File: src/rtl/c499_ecc_encoder.sv
// Streaming 32b -> 41b SEC encoder for the c499 corrector: two-stage pipeline,
// valid/ready on both sides, one-shot single-bit error injection, delivery counter.
module c499_ecc_encoder #(
  parameter int CNT_W = 16
) (
  input  logic             clk,
  input  logic             rst,
  input  logic             in_valid,
  output logic             in_ready,
  input  logic [31:0]      in_data,
  input  logic             in_r,
  input  logic             inj_arm,
  input  logic [5:0]       inj_idx,
  output logic             out_valid,
  input  logic             out_ready,
  output logic [40:0]      out_code,
  output logic             inj_armed,
  output logic [CNT_W-1:0] word_cnt
);

  logic             w_s1_adv, w_s2_adv, w_in_xfer, w_arm_ok, w_use_inj;
  logic [5:0]       w_idx;
  logic [40:0]      w_mask;
  logic [15:0]      w_part;
  logic [3:0]       w_par;
  logic [7:0]       w_chk;

  logic             r_s1_valid, r_s1_r, r_s2_valid, r_armed;
  logic [31:0]      r_s1_data;
  logic [40:0]      r_s1_mask, r_code;
  logic [15:0]      r_s1_part;
  logic [5:0]       r_idx;
  logic [CNT_W-1:0] r_cnt;

  assign w_s2_adv  = !r_s2_valid || out_ready;
  assign w_s1_adv  = !r_s1_valid || w_s2_adv;
  assign in_ready  = w_s1_adv;
  assign w_in_xfer = in_valid && w_s1_adv;

  // A same-cycle arm wins over a stale pending index.
  assign w_arm_ok  = inj_arm && (inj_idx <= 6'd40);
  assign w_use_inj = w_arm_ok || r_armed;
  assign w_idx     = w_arm_ok ? inj_idx : r_idx;
  assign w_mask    = w_use_inj ? (41'd1 << w_idx) : 41'd0;

  // Per byte: {byte parity, parity over bit-index bits 2,1,0 within the byte}.
  // Bits 3 and 4 of the data index select the byte, so stage 2 folds them in.
  always_comb begin
    w_part = '0;
    for (int b = 0; b < 4; b++) begin
      w_part[4*b+0] = ^(in_data[8*b +: 8] & 8'hAA);
      w_part[4*b+1] = ^(in_data[8*b +: 8] & 8'hCC);
      w_part[4*b+2] = ^(in_data[8*b +: 8] & 8'hF0);
      w_part[4*b+3] = ^in_data[8*b +: 8];
    end
  end

  always_comb begin
    for (int b = 0; b < 4; b++) w_par[b] = r_s1_part[4*b+3];
    for (int k = 0; k < 3; k++)
      w_chk[k] = r_s1_part[k] ^ r_s1_part[4+k] ^ r_s1_part[8+k] ^ r_s1_part[12+k];
    w_chk[3] = w_par[1] ^ w_par[3];
    w_chk[4] = w_par[2] ^ w_par[3];
    w_chk[5] = ^w_par;
    w_chk[6] = w_par[0] ^ w_par[1];
    w_chk[7] = w_par[2] ^ w_par[3];
  end

  always_ff @(posedge clk or posedge rst) begin
    if (rst) begin
      r_s1_valid <= 1'b0;
      r_s1_r     <= 1'b0;
      r_s1_data  <= '0;
      r_s1_mask  <= '0;
      r_s1_part  <= '0;
    end else if (w_s1_adv) begin
      r_s1_valid <= in_valid;
      if (in_valid) begin
        r_s1_r    <= in_r;
        r_s1_data <= in_data;
        r_s1_mask <= w_mask;
        r_s1_part <= w_part;
      end
    end
  end

  // Mask applied after check computation: the flip looks like a channel error.
  always_ff @(posedge clk or posedge rst) begin
    if (rst) begin
      r_s2_valid <= 1'b0;
      r_code     <= '0;
    end else if (w_s2_adv) begin
      r_s2_valid <= r_s1_valid;
      if (r_s1_valid) r_code <= {r_s1_r, w_chk, r_s1_data} ^ r_s1_mask;
    end
  end

  always_ff @(posedge clk or posedge rst) begin
    if (rst) begin
      r_armed <= 1'b0;
      r_idx   <= '0;
    end else if (w_in_xfer) begin
      r_armed <= 1'b0;
    end else if (w_arm_ok) begin
      r_armed <= 1'b1;
      r_idx   <= inj_idx;
    end
  end

  always_ff @(posedge clk or posedge rst) begin
    if (rst)                          r_cnt <= '0;
    else if (r_s2_valid && out_ready) r_cnt <= r_cnt + CNT_W'(1);
  end

  assign out_valid = r_s2_valid;
  assign out_code  = r_code;
  assign inj_armed = r_armed;
  assign word_cnt  = r_cnt;

endmodule

File: config.mk
export PLATFORM = sky130hd
export DESIGN_NAME = c499_ecc_encoder
export DESIGN_NICKNAME = d
export VERILOG_FILES = /design/src/rtl/c499_ecc_encoder.sv
export SDC_FILE = /design/constraint.sdc
export NUM_CORES = 1
export LEC_CHECK = 0
export ABC_AREA = 1
export BUFFER_PORTS_ARGS = -buffer_cell sky130_fd_sc_hd__buf_2
export CORE_MARGIN = 5
export CORE_UTILIZATION = 40
export CTS_BUF_LIST = sky130_fd_sc_hd__clkbuf_8
export CTS_CLUSTER_DIAMETER = 80
export CTS_CLUSTER_SIZE = 10
export DETAILED_ROUTE_END_ITERATION = 10
export PLACE_DENSITY = 0.62
export SLEW_MARGIN = 20
export SYNTH_ARGS = -nofsm -noshare
export SYNTH_HDL_FRONTEND = slang
export SYNTH_SLANG_ARGS = --single-unit
File: constraint.sdc
create_clock -name clk -period 7.4 [get_ports clk]
set_input_delay 2.22 -clock clk [delete_from_list [all_inputs] [get_ports clk]]
set_output_delay 2.22 -clock clk [all_outputs]
set_load 0.05 [all_outputs]
# After elaboration in Yosys (flattened, before gate mapping)
# Cells that the tools add are included.
dict set report classes {
  n_lt_le_gt_ge 1
  n_reduce_logical 28
  mux 4
  shifts 1
  addsub 1
  n_bitwise 13
}
# operator count
set ops {}
lappend ops {{XOR reduction 8 bit} 16}
lappend ops {{two-way mux 41 bit} 1}
lappend ops {{<< shifter 1 x 6 -> 41 bit, first input constant} 1}
lappend ops {{XOR 41 bit} 1}
lappend ops {{adder 16 x 1 -> 16 bit, second input constant} 1}
lappend ops {{XOR 1 bit} 12}
lappend ops {{less-or-equal comparator 6 bit, second input constant} 1}
lappend ops {{two-way mux 6 bit} 1}
lappend ops {{AND reduction 2 bit} 2}
lappend ops {{XOR reduction 4 bit} 1}
lappend ops {{logical AND 1 bit} 3}
lappend ops {{logical OR 1 bit} 3}
lappend ops {{zero test 1 bit} 2}
lappend ops {{two-way mux 1 bit} 2}
lappend ops {{nonzero test 2 bit} 1}
dict set report totals {
  out_inout_bits 60
  regBits 156
}

# Longest topological paths before layout
dict set report depth {
  ltp_word 5
  depth_mapped 11
}

# Worst setup path before layout
# No wires, ideal clock.
dict set report synth_timing {
  path_type {input port to output port}
  start {in out_ready}
  end {out in_ready}
  t_arrival_ps 2680
  path_stages 2
  path_buffers 0
  required_time_ps 5180
  setup_slack_ps 2500
  cell_sequence {inv_1 -> nand3_1}
}
dict set report synth_between {
  elab_chain_len 2
}
# element line_no
set synth_rtl {}
lappend synth_rtl {{start, declared} 15} ;# input logic out_ready,
lappend synth_rtl {{logical OR 1 bit} 35} ;# assign w_s2_adv = !r_s2_valid || out_ready;
lappend synth_rtl {{logical OR 1 bit} 36} ;# assign w_s1_adv = !r_s1_valid || w_s2_adv;
lappend synth_rtl {{end, declared} 9} ;# output logic in_ready,
# No other way between the ends.

# Worst setup path after layout
# Ends and elaborated chain as after synthesis.

==> run metrics <==
HPWL Detailed 10900 um; DIE HEIGHT 144.4 um; Root Buffer clkbuf_8; Seq pwr share 40.7%; clock sinks 156; Synth cell types 28; Clock Power Share 25.9%; die area 0.02086 mm2; Worst VDD drop 0.1943 mV; Remaining DRCs 0; Nets 907; Slew HR 31.94%; Max-cap violations 0; top routing layer used met4; antenna diode count 0; Power Density 327.7 mW/mm2; Layout Skew 0.01595 ns; Pre-antenna DRT Iters 5; Max Clk Rate 199.9 MHz; layout cells sized above 1 22.86%; RSZ-0062 raised after global routing false; DRT antenna net count 0; worst hold margin 0.4758 ns; CTS tree done; Max Buffers Root-to-Sink 2; grt total ovfl 0; top cell type's share of synthesized area 54.02%; Register Area 0.003904 mm2; Final Hold Fails 0; Initial Utilization 40.37%; post_cts resized 0; sw power 0.001105 W; CP max FO 3; switching share of total power 40.32%; met2 wire length 7310 um; Synth Instances 767; die width 144.4 um; Num CTS Buffers 17; fin crit share 67.62%; Setup Fix Bufs, Post-CTS 0; Worst-path clk slew 0.09 ns; Startpoint Class input port; I/O Buffers 103; Synth area leader dfrtp_1; CP required 5.18 ns; Leak Pwr 4.103 nW; # IOs 104; ranking of synthesized cells by area dfrtp_1 54%, nand2_1 14%, xnor2_1 11%; M1 WL 7792 um; number of cell rows 49; YS warnings 0; Worst-Margin Slew 1.021 ns; min setup slack post-route 2.396 ns; # fillers 1779; outcome finished clean; final setup TNS 0 ns; endpoints failing setup 0; Yosys reg bits 156; post-synthesis sequential area ratio 54.02%; combinational share of power 33.5%; routability cong. 0.8308; clk_lat worst skew 0.46 ns; initial DRC count 471; mapped cell area 0.007227 mm2; Syn Area/Cell 9.422 um2; min Tclk post-route 5.004 ns; Worst setup EP type output pin; vias in the first global route 5207; hold buffer count at CTS 0; syn nets 812; initial antenna violation count 0; GRT Util Overall 16.17%; largest net degree at the start of global routing 104; core area 0.01790 mm2; DR vias/cell 4.672; # H-tree levels 4; P_int 0.001635 W; HP Class flip-flop to flip-flop; final-report max-slew violation count 0; Vias 5158; Layout area overhead 15.69%; critical path arrival 2.78 ns; Wirelength per Cell 14.48 um; final WL 15990 um; pre-CTS setup slack 2.389 ns; CP Class input port to output pin; first-pass GRT wire length 26550 um; met3 routed WL 702 um; area occupied by multi-input gates 0.003064 mm2
-- cells by family after synthesis --
family	count (synthesis)	synth area share, %
flip-flops	156	54.02
XOR/XNOR	109	13.21
AND/OR/NAND/NOR	354	21.62
adder cells (fa/ha/maj)	1	0.1731
buffers and inverters	61	3.653
AO/OA/AOI/OAI	86	7.323
-- final timing paths --
kind                       depth (start not counted)             to         start  slack (ns)
max                                                4       in_ready     out_ready        2.40
min                                                1   word_cnt[15]  word_cnt[15]        0.48
max reg2reg                                        7  r_s1_mask[17]     out_valid        5.01
min reg2reg                                        1   word_cnt[15]  word_cnt[15]        0.48
max in group asynchronous                          3  r_s1_data[21]           rst        4.11
min in group asynchronous                          2   out_code[15]           rst        1.92
-- cell usage in the layout, fill, tap and decap left out, types with 2 or more instances in the layout --
master | netlist | routed
nor2_1 | 6 | 6
nor3_1 | 2 | 2
xnor2_1 | 89 | 89
inv_1 | 25 | 24
xor2_1 | 20 | 20
o21ai_0 | 55 | 55
o21ai_4 | 2 | 2
nand3_1 | 13 | 13
clkbuf_8 | 0 | 18
nand2_2 | 17 | 19
nand2_4 | 4 | 4
inv_6 | 0 | 3
or2_2 | 3 | 3
buf_4 | 1 | 5
nand4_1 | 21 | 21
nand2_1 | 276 | 274
clkinv_2 | 0 | 4
clkinv_4 | 0 | 3
buf_2 | 6 | 103
nand3b_1 | 2 | 2
nor2_4 | 10 | 10
dfrtp_1 | 156 | 156
bufinv_16 | 0 | 4
o21ai_2 | 16 | 16
inv_2 | 4 | 4
o21ai_1 | 10 | 10
-- layer usage --
layer  up-vias  GRT usage [%]
li1       2617              -
met4         0          4.713
met2        95          25.09
met1      2430          22.81
met5         -              0
met3        16          3.671
-- Yosys cell counts --
cell / n
xor2_1: 20
buf_6: 1
a21oi_1: 1
xnor2_1: 89
inv_1: 25
nand3_1: 13
o21bai_1: 1
clkbuf_1: 23
o21ai_2: 16
buf_2: 6
o21ai_4: 2
or2_2: 3
nand2_1: 276
buf_4: 1
dfrtp_1: 156
nand3b_1: 2
nand2_2: 17
o21ai_0: 55
nand2_4: 4
buf_12: 1
nor3_1: 2
inv_2: 4
ha_1: 1
nor2_1: 6
o21ai_1: 10
nand4_1: 21
nor2_4: 10
a21boi_4: 1
-- state kept, by name, indices dropped and copies added (netlist names) --
name	flops
r_s1_data	32
r_s1_valid	1
r_s1_mask	41
r_s1_r	1
out_valid	1
out_code	41
r_s1_part	16
word_cnt	16
inj_armed	1
r_idx	6
-- critical path, cell delays in order --
cell     delay, ns
buf_2         0.10
inv_1         0.05
nand3_1       0.13
buf_2         0.29
-- per-stage QoR --
step,util (%),total power (W),instance area [um2],cells
floorplan,-,0.001829,7227,767
global placement,44.25,0.002052,7921,1072
detailed placement,44.25,0.002062,7921,1072
CTS,46.70,0.002772,8361,1104
global route,46.70,0.002898,8361,1104
finish,46.70,0.002740,8361,1104
-- final cells by class --
| class | instances | area share, % |
|---|---|---|
| Timing Repair Buffer | 108 | 6.615 |
| Multi-Input combinational cell | 550 | 36.65 |
| Clock buffer | 18 | 2.963 |
| Inverter | 29 | 1.362 |
| Clock inverter | 14 | 2.290 |
| Sequential cell | 156 | 46.69 |
| Tap cell | 229 | 3.427 |
-- power groups by stage --
stage | logic, W | clock network (W) | registers [W]
after detailed placement | 0.000931 | 0 | 0.00113
after global placement | 0.000924 | 0 | 0.00113
final | 0.000918 | 0.000708 | 0.00111
after floorplan | 0.000381 | 0 | 0.00145
after CTS | 0.000934 | 0.000724 | 0.00112
after global routing | 0.00100 | 0.000759 | 0.00114
No activity file was read; power rests on OpenSTA's default activity.
